[src/rtl/modulation_segment_tx.sv]
// Segment modulator: serialises a data word LSB first, emitting SEG_LEN
// Q16.16 samples per bit (alternating +AMP/-AMP for a 1, inverted for a 0)
// under a valid/ready handshake, then pulses valid once on completion.
// Optional build macro MOD_DIFF_EN: differential symbol encoding
// (d_n = b_n ^ d_(n-1), d_(-1) = 0 at each accepted start).
module modulation_segment_tx #(
  parameter int unsigned SEG_LEN  = 10,
  parameter int unsigned NUM_BITS = 32,
  parameter logic [31:0] AMP      = 32'h0001_0000
) (
  input  logic        clk,
  input  logic        reset,
  input  logic        start,
  input  logic [31:0] input_bit,
  input  logic        sample_ready,
  output logic [31:0] sample_out,
  output logic        sample_valid,
  output logic [5:0]  bit_idx,
  output logic [7:0]  samp_idx,
  output logic        last,
  output logic        valid,
  output logic        busy
);

  localparam int unsigned DW = 32;
  localparam int unsigned BW = 6;
  localparam int unsigned SW = 8;

  localparam logic [SW-1:0] SAMP_LAST = SW'(SEG_LEN - 1);
  localparam logic [BW-1:0] BIT_LAST  = BW'(NUM_BITS - 1);
  localparam logic [DW-1:0] AMP_POS   = AMP;
  localparam logic [DW-1:0] AMP_NEG   = DW'(32'd0 - AMP);

  typedef enum logic [1:0] {
    IDLE = 2'd0,
    SEND = 2'd1,
    DONE = 2'd2
  } state_t;

  state_t state, state_n;

  logic [DW-1:0] shreg, shreg_n;
  logic [BW-1:0] bit_n;
  logic [SW-1:0] samp_n;
  logic [DW-1:0] sample_n;
  logic          sample_valid_n;
  logic          last_n;
  logic          valid_n;
  logic          busy_n;
  logic          sym_c;
  logic          xfer_c;
  logic          seg_end_c;

`ifdef MOD_DIFF_EN
  logic          prev_q, prev_n;
`endif

  assign xfer_c    = sample_valid & sample_ready;
  assign seg_end_c = (samp_idx == SAMP_LAST);

  // State register
  always_ff @(posedge clk or negedge reset) begin
    if (!reset) state <= IDLE;
    else        state <= state_n;
  end

  // Next-state logic
  always_comb begin
    state_n = state;
    case (state)
      IDLE:    if (start) state_n = SEND;
      SEND:    if (xfer_c && last) state_n = DONE;
      DONE:    state_n = IDLE;
      default: state_n = IDLE;
    endcase
  end

  // Datapath and next values of the registered outputs
  always_comb begin
    shreg_n = shreg;
    bit_n   = bit_idx;
    samp_n  = samp_idx;
`ifdef MOD_DIFF_EN
    prev_n  = prev_q;
`endif
    case (state)
      IDLE: begin
        if (start) begin
          shreg_n = input_bit;
          bit_n   = '0;
          samp_n  = '0;
`ifdef MOD_DIFF_EN
          prev_n  = 1'b0;
`endif
        end
      end
      SEND: begin
        if (xfer_c) begin
          if (last) begin
            bit_n  = '0;
            samp_n = '0;
          end else if (seg_end_c) begin
            samp_n  = '0;
            bit_n   = bit_idx + BW'(1);
            shreg_n = shreg >> 1;
`ifdef MOD_DIFF_EN
            prev_n  = shreg[0] ^ prev_q;
`endif
          end else begin
            samp_n = samp_idx + SW'(1);
          end
        end
      end
      default: ;
    endcase

`ifdef MOD_DIFF_EN
    sym_c = shreg_n[0] ^ prev_n;
`else
    sym_c = shreg_n[0];
`endif

    sample_valid_n = (state_n == SEND);
    sample_n       = '0;
    if (sample_valid_n) sample_n = (sym_c ^ samp_n[0]) ? AMP_POS : AMP_NEG;
    last_n  = sample_valid_n && (bit_n == BIT_LAST) && (samp_n == SAMP_LAST);
    valid_n = (state_n == DONE);
    busy_n  = (state_n != IDLE);
  end

  // Datapath and output registers
  always_ff @(posedge clk or negedge reset) begin
    if (!reset) begin
      shreg        <= '0;
      bit_idx      <= '0;
      samp_idx     <= '0;
      sample_out   <= '0;
      sample_valid <= 1'b0;
      last         <= 1'b0;
      valid        <= 1'b0;
      busy         <= 1'b0;
`ifdef MOD_DIFF_EN
      prev_q       <= 1'b0;
`endif
    end else begin
      shreg        <= shreg_n;
      bit_idx      <= bit_n;
      samp_idx     <= samp_n;
      sample_out   <= sample_n;
      sample_valid <= sample_valid_n;
      last         <= last_n;
      valid        <= valid_n;
      busy         <= busy_n;
`ifdef MOD_DIFF_EN
      prev_q       <= prev_n;
`endif
    end
  end

endmodule

[config.mk]
export PLATFORM = sky130hd
export DESIGN_NAME = modulation_segment_tx
export DESIGN_NICKNAME = d
export VERILOG_FILES = /design/src/rtl/modulation_segment_tx.sv
export SDC_FILE = /design/constraint.sdc
export NUM_CORES = 1
export LEC_CHECK = 0
export ABC_AREA = 1
export CAP_MARGIN = 20
export CORE_ASPECT_RATIO = 2
export CORE_MARGIN = 2
export CORE_UTILIZATION = 30
export DETAILED_ROUTE_END_ITERATION = 6
export GPL_TIMING_DRIVEN = 0
export HOLD_SLACK_MARGIN = 0.06
export SYNTH_ARGS = -nofsm -noshare
export SYNTH_HDL_FRONTEND = slang
export SYNTH_SLANG_ARGS = --single-unit
[constraint.sdc]
create_clock -name clk -period 2.18 [get_ports clk]
set_clock_uncertainty 0.15 [all_clocks]
set_input_delay 0.654 -clock clk [delete_from_list [all_inputs] [get_ports clk]]
set_output_delay 0.654 -clock clk [all_outputs]
set_load 0.005 [all_outputs]
==> flow_summary_export.csv <==
group,metric,value,unit
cts,path_clk_slew,70,ps
synthesis,yosys.area_share.simple,23.9,%
timing,rsz0062_at_grt,"false",
cells_and_area,diodes,0,
cts,clockBufferDepth,2,
status,run_status,"complete, no violations",
synthesis,yosys.area.top_type,"dfrtp_1",
timing,worst_slack,55.9,ps
cells_and_area,regArea,1330,um2
worst_setup_path,cp_data_required_time,1380,ps
place,dp.cells,540,
synthesis,synth_top_family_by_area,"simple AND/OR/NAND/NOR gates",
cells_and_area,synthToLayoutAreaGrowth,39.9,%
floorplanning,pin_count,86,
power_and_ir_drop,ir_worst_vdd,0.632,mV
cells_and_area,layout-drive-gt1-share,18.3,%
cells_and_area,fin_nets,487,
timing,slew_headroom,50.3,%
timing,drv_slew,0,
grt,gr-usage-all-layers,14.0,%
synthesis,synth_xor_area_share,0.302,%
synthesis,ys.warnings.count,0,
worst_setup_path,rrSetupSlack,170,ps
place,pre_cts_slack,-417,ps
timing,finalHoldViolations,0,
worst_setup_path,cp_data_arrival_time,1320,ps
synthesis,synth_fa_ha_area_share,1.29,%
worst_setup_path,end_kind,"primary output",
timing,max_freq,471,MHz
synthesis,synthCells,351,
floorplanning,fp-row-count,50,
timing,period_minus_slack,2120,ps
floorplanning,start_util,30.9,%
cells_and_area,final_cells,553,
power_and_ir_drop,clock_power_share,23.3,%
synthesis,ys_types,29,
synthesis,synth-compound-area-share,11.3,%
floorplanning,core,9380,um2
power_and_ir_drop,internal_power,0.00271,W
synthesis,postSynthAreaPerCell,8.26,um2
floorplanning,chipWidth,73.5,um
drt,ant_nets,0,
drt,dr.first_iter.drc_count,144,
timing,worst_pin_slew,745,ps
cts,ctsHtreeMaxLevel,2,
cts,cts_made_buffers,5,
power_and_ir_drop,power_switching,0.00131,W
drt,wl_per_cell,12.8,um
power_and_ir_drop,pwr-share-comb,39.4,%
grt,grt.overflow.total,0,
drt,drc_errors,0,
synthesis,synth_top_cell_area_share,45.7,%
cts,holdBufCountCts,0,
hold_path,hold_class,"in2async",
synthesis,muxShareOfSynthArea,0,%
floorplanning,dieArea,10500,um2
grt,grt_pass1_vias,2560,
cells_and_area,postLayoutCellArea,4060,um2
drt,dr.pass1.iters,4,
worst_setup_path,r2r_cells,8,
worst_setup_path,r2r_start,"samp_idx[1]",
place,placed_area,3800,um2
cts,clk_latency,290,ps
cells_and_area,multi_input_area,1180,um2
cells_and_area,final_cell_mix,"nand2_1, inv_1, clkdlybuf4s50_1",
timing,finalSetupTns,0,ps
grt,antenna_found_initial,0,
power_and_ir_drop,power.leakage,1.99,nW
drt,routed_via_density,4.62,
power_and_ir_drop,switching_share,32.5,%
worst_setup_path,criticalPathCategory,"reg2out",
worst_setup_path,start_kind,"flop",
drt,vias,2556,
place,io_buffers,69,
timing,setup_viol,0,
cts,cts_tree,"built",
worst_setup_path,rr_endpoint,"shreg[14]",
synthesis,synthTopCellsByArea,"dfrtp_1, nand2_1, o221ai_1",
worst_setup_path,cp_max_fo,3,
power_and_ir_drop,seq_power_share,37.4,%
synthesis,ys_seq_area_share,45.7,%
power_and_ir_drop,powerDensity,990,nW/um2
place,hpwl,5.65,mm
cts,cts-root-buf,"clkbuf_16",
cells_and_area,mostFrequentLayoutCell,"nand2_1",
drt,finalWirelength,7.09,mm
grt,grt_pass1_wl,11.4,mm
grt,grt_max_degree,31,
timing,timing.final.crit_share,97.4,%
run,max-cap-violations,0,
synthesis,synth_seq_cells,53,
cells_and_area,fillers,937,
place,gp_congestion,0.903,
synthesis,syn_area,2900,um2
cts,cts.sink_count,53,
floorplanning,die-height,143,um
Yosys cell counts, drive strengths merged:
library cell,instances
nor3,3
clkinv,1
clkbuf,3
o221ai,30
nand3,23
nand4,5
nand2,100
o211ai,1
a21oi,2
dfrtp,53
inv,57
conb,1
buf,37
o21ai,7
nor2,23
xnor2,1
a21o,1
ha,3
power by group through the flow:
stage                     Clock (W)  Combinational [W]  Sequential [W]
after floorplan                   0           0.000913         0.00150
after global placement            0            0.00156         0.00154
after detailed placement          0            0.00161         0.00155
after CTS                  0.000968            0.00159         0.00150
after global routing       0.000992            0.00177         0.00155
final                      0.000936            0.00158         0.00150
stage by stage:
stage	power (W)	hold WS [ps]	util, %
2_1_floorplan	0.00242	208	-
3_3_place_gp	0.00310	374	40.2
3_5_place_dp	0.00316	380	40.5
4_1_cts	0.00406	293	42.9
5_1_grt	0.00431	330	43.2
6_report	0.00402	265	43.2
flip-flops by register name (all words and copies together) (netlist names):
| name | count |
|---|---|
| bit_idx | 6 |
| busy | 1 |
| last | 1 |
| samp_idx | 8 |
| sample_out | 2 |
| shreg | 32 |
| state | 2 |
| valid | 1 |
critical path: stages, from the launching register on:
cell and delay (ps):
dfrtp_1 420, buf_4 130, clkdlybuf4s50_1 480
kinds of logic (layout without fill, tap and decap cells):
logic type	count (synthesis)	count (layout)
buf+inv	98	181
simple gates	154	154
fa+ha+maj	3	3
xor+xnor	1	1
flops	53	53
other cells	1	16
compound gates	41	41
how the worst max path moves through the flow:
stage / start / endpoint / slack [ps]
after detailed placement: sample_ready / last / -420
final: sample_out[16] / sample_out[16] / 60
after global placement: reset / shreg[16] / -1320
after floorplan: sample_ready / last / 350
after global routing: start / last / 0.3
after CTS: sample_ready / last / 9
per-layer routing:
layer,wire (um),track usage (%)
met1,2480,13.8
met2,3990,25.9
met3,263,2.19
met4,357,8.33
met5,0,0
area by class of cell:
type	count	area share (%)
Sequential cell	53	32.8
Multi-Input combinational cell	215	29.0
Timing Repair Buffer	75	18.1
Buffer	40	6.94
Inverter	58	5.61
Tap cell	104	3.21
Clock buffer	5	3.08
Clock inverter	3	1.23
what timing repair did:
| action | in CTS | in global routing |
|---|---|---|
| setup buffers | 5 | 0 |
| endpoints found under the setup margin | 16 | 3 |
| pin swaps | 1 | 5 |
| resized for setup | 23 | 13 |
Note: power is estimated with default switching activity, not from simulation.
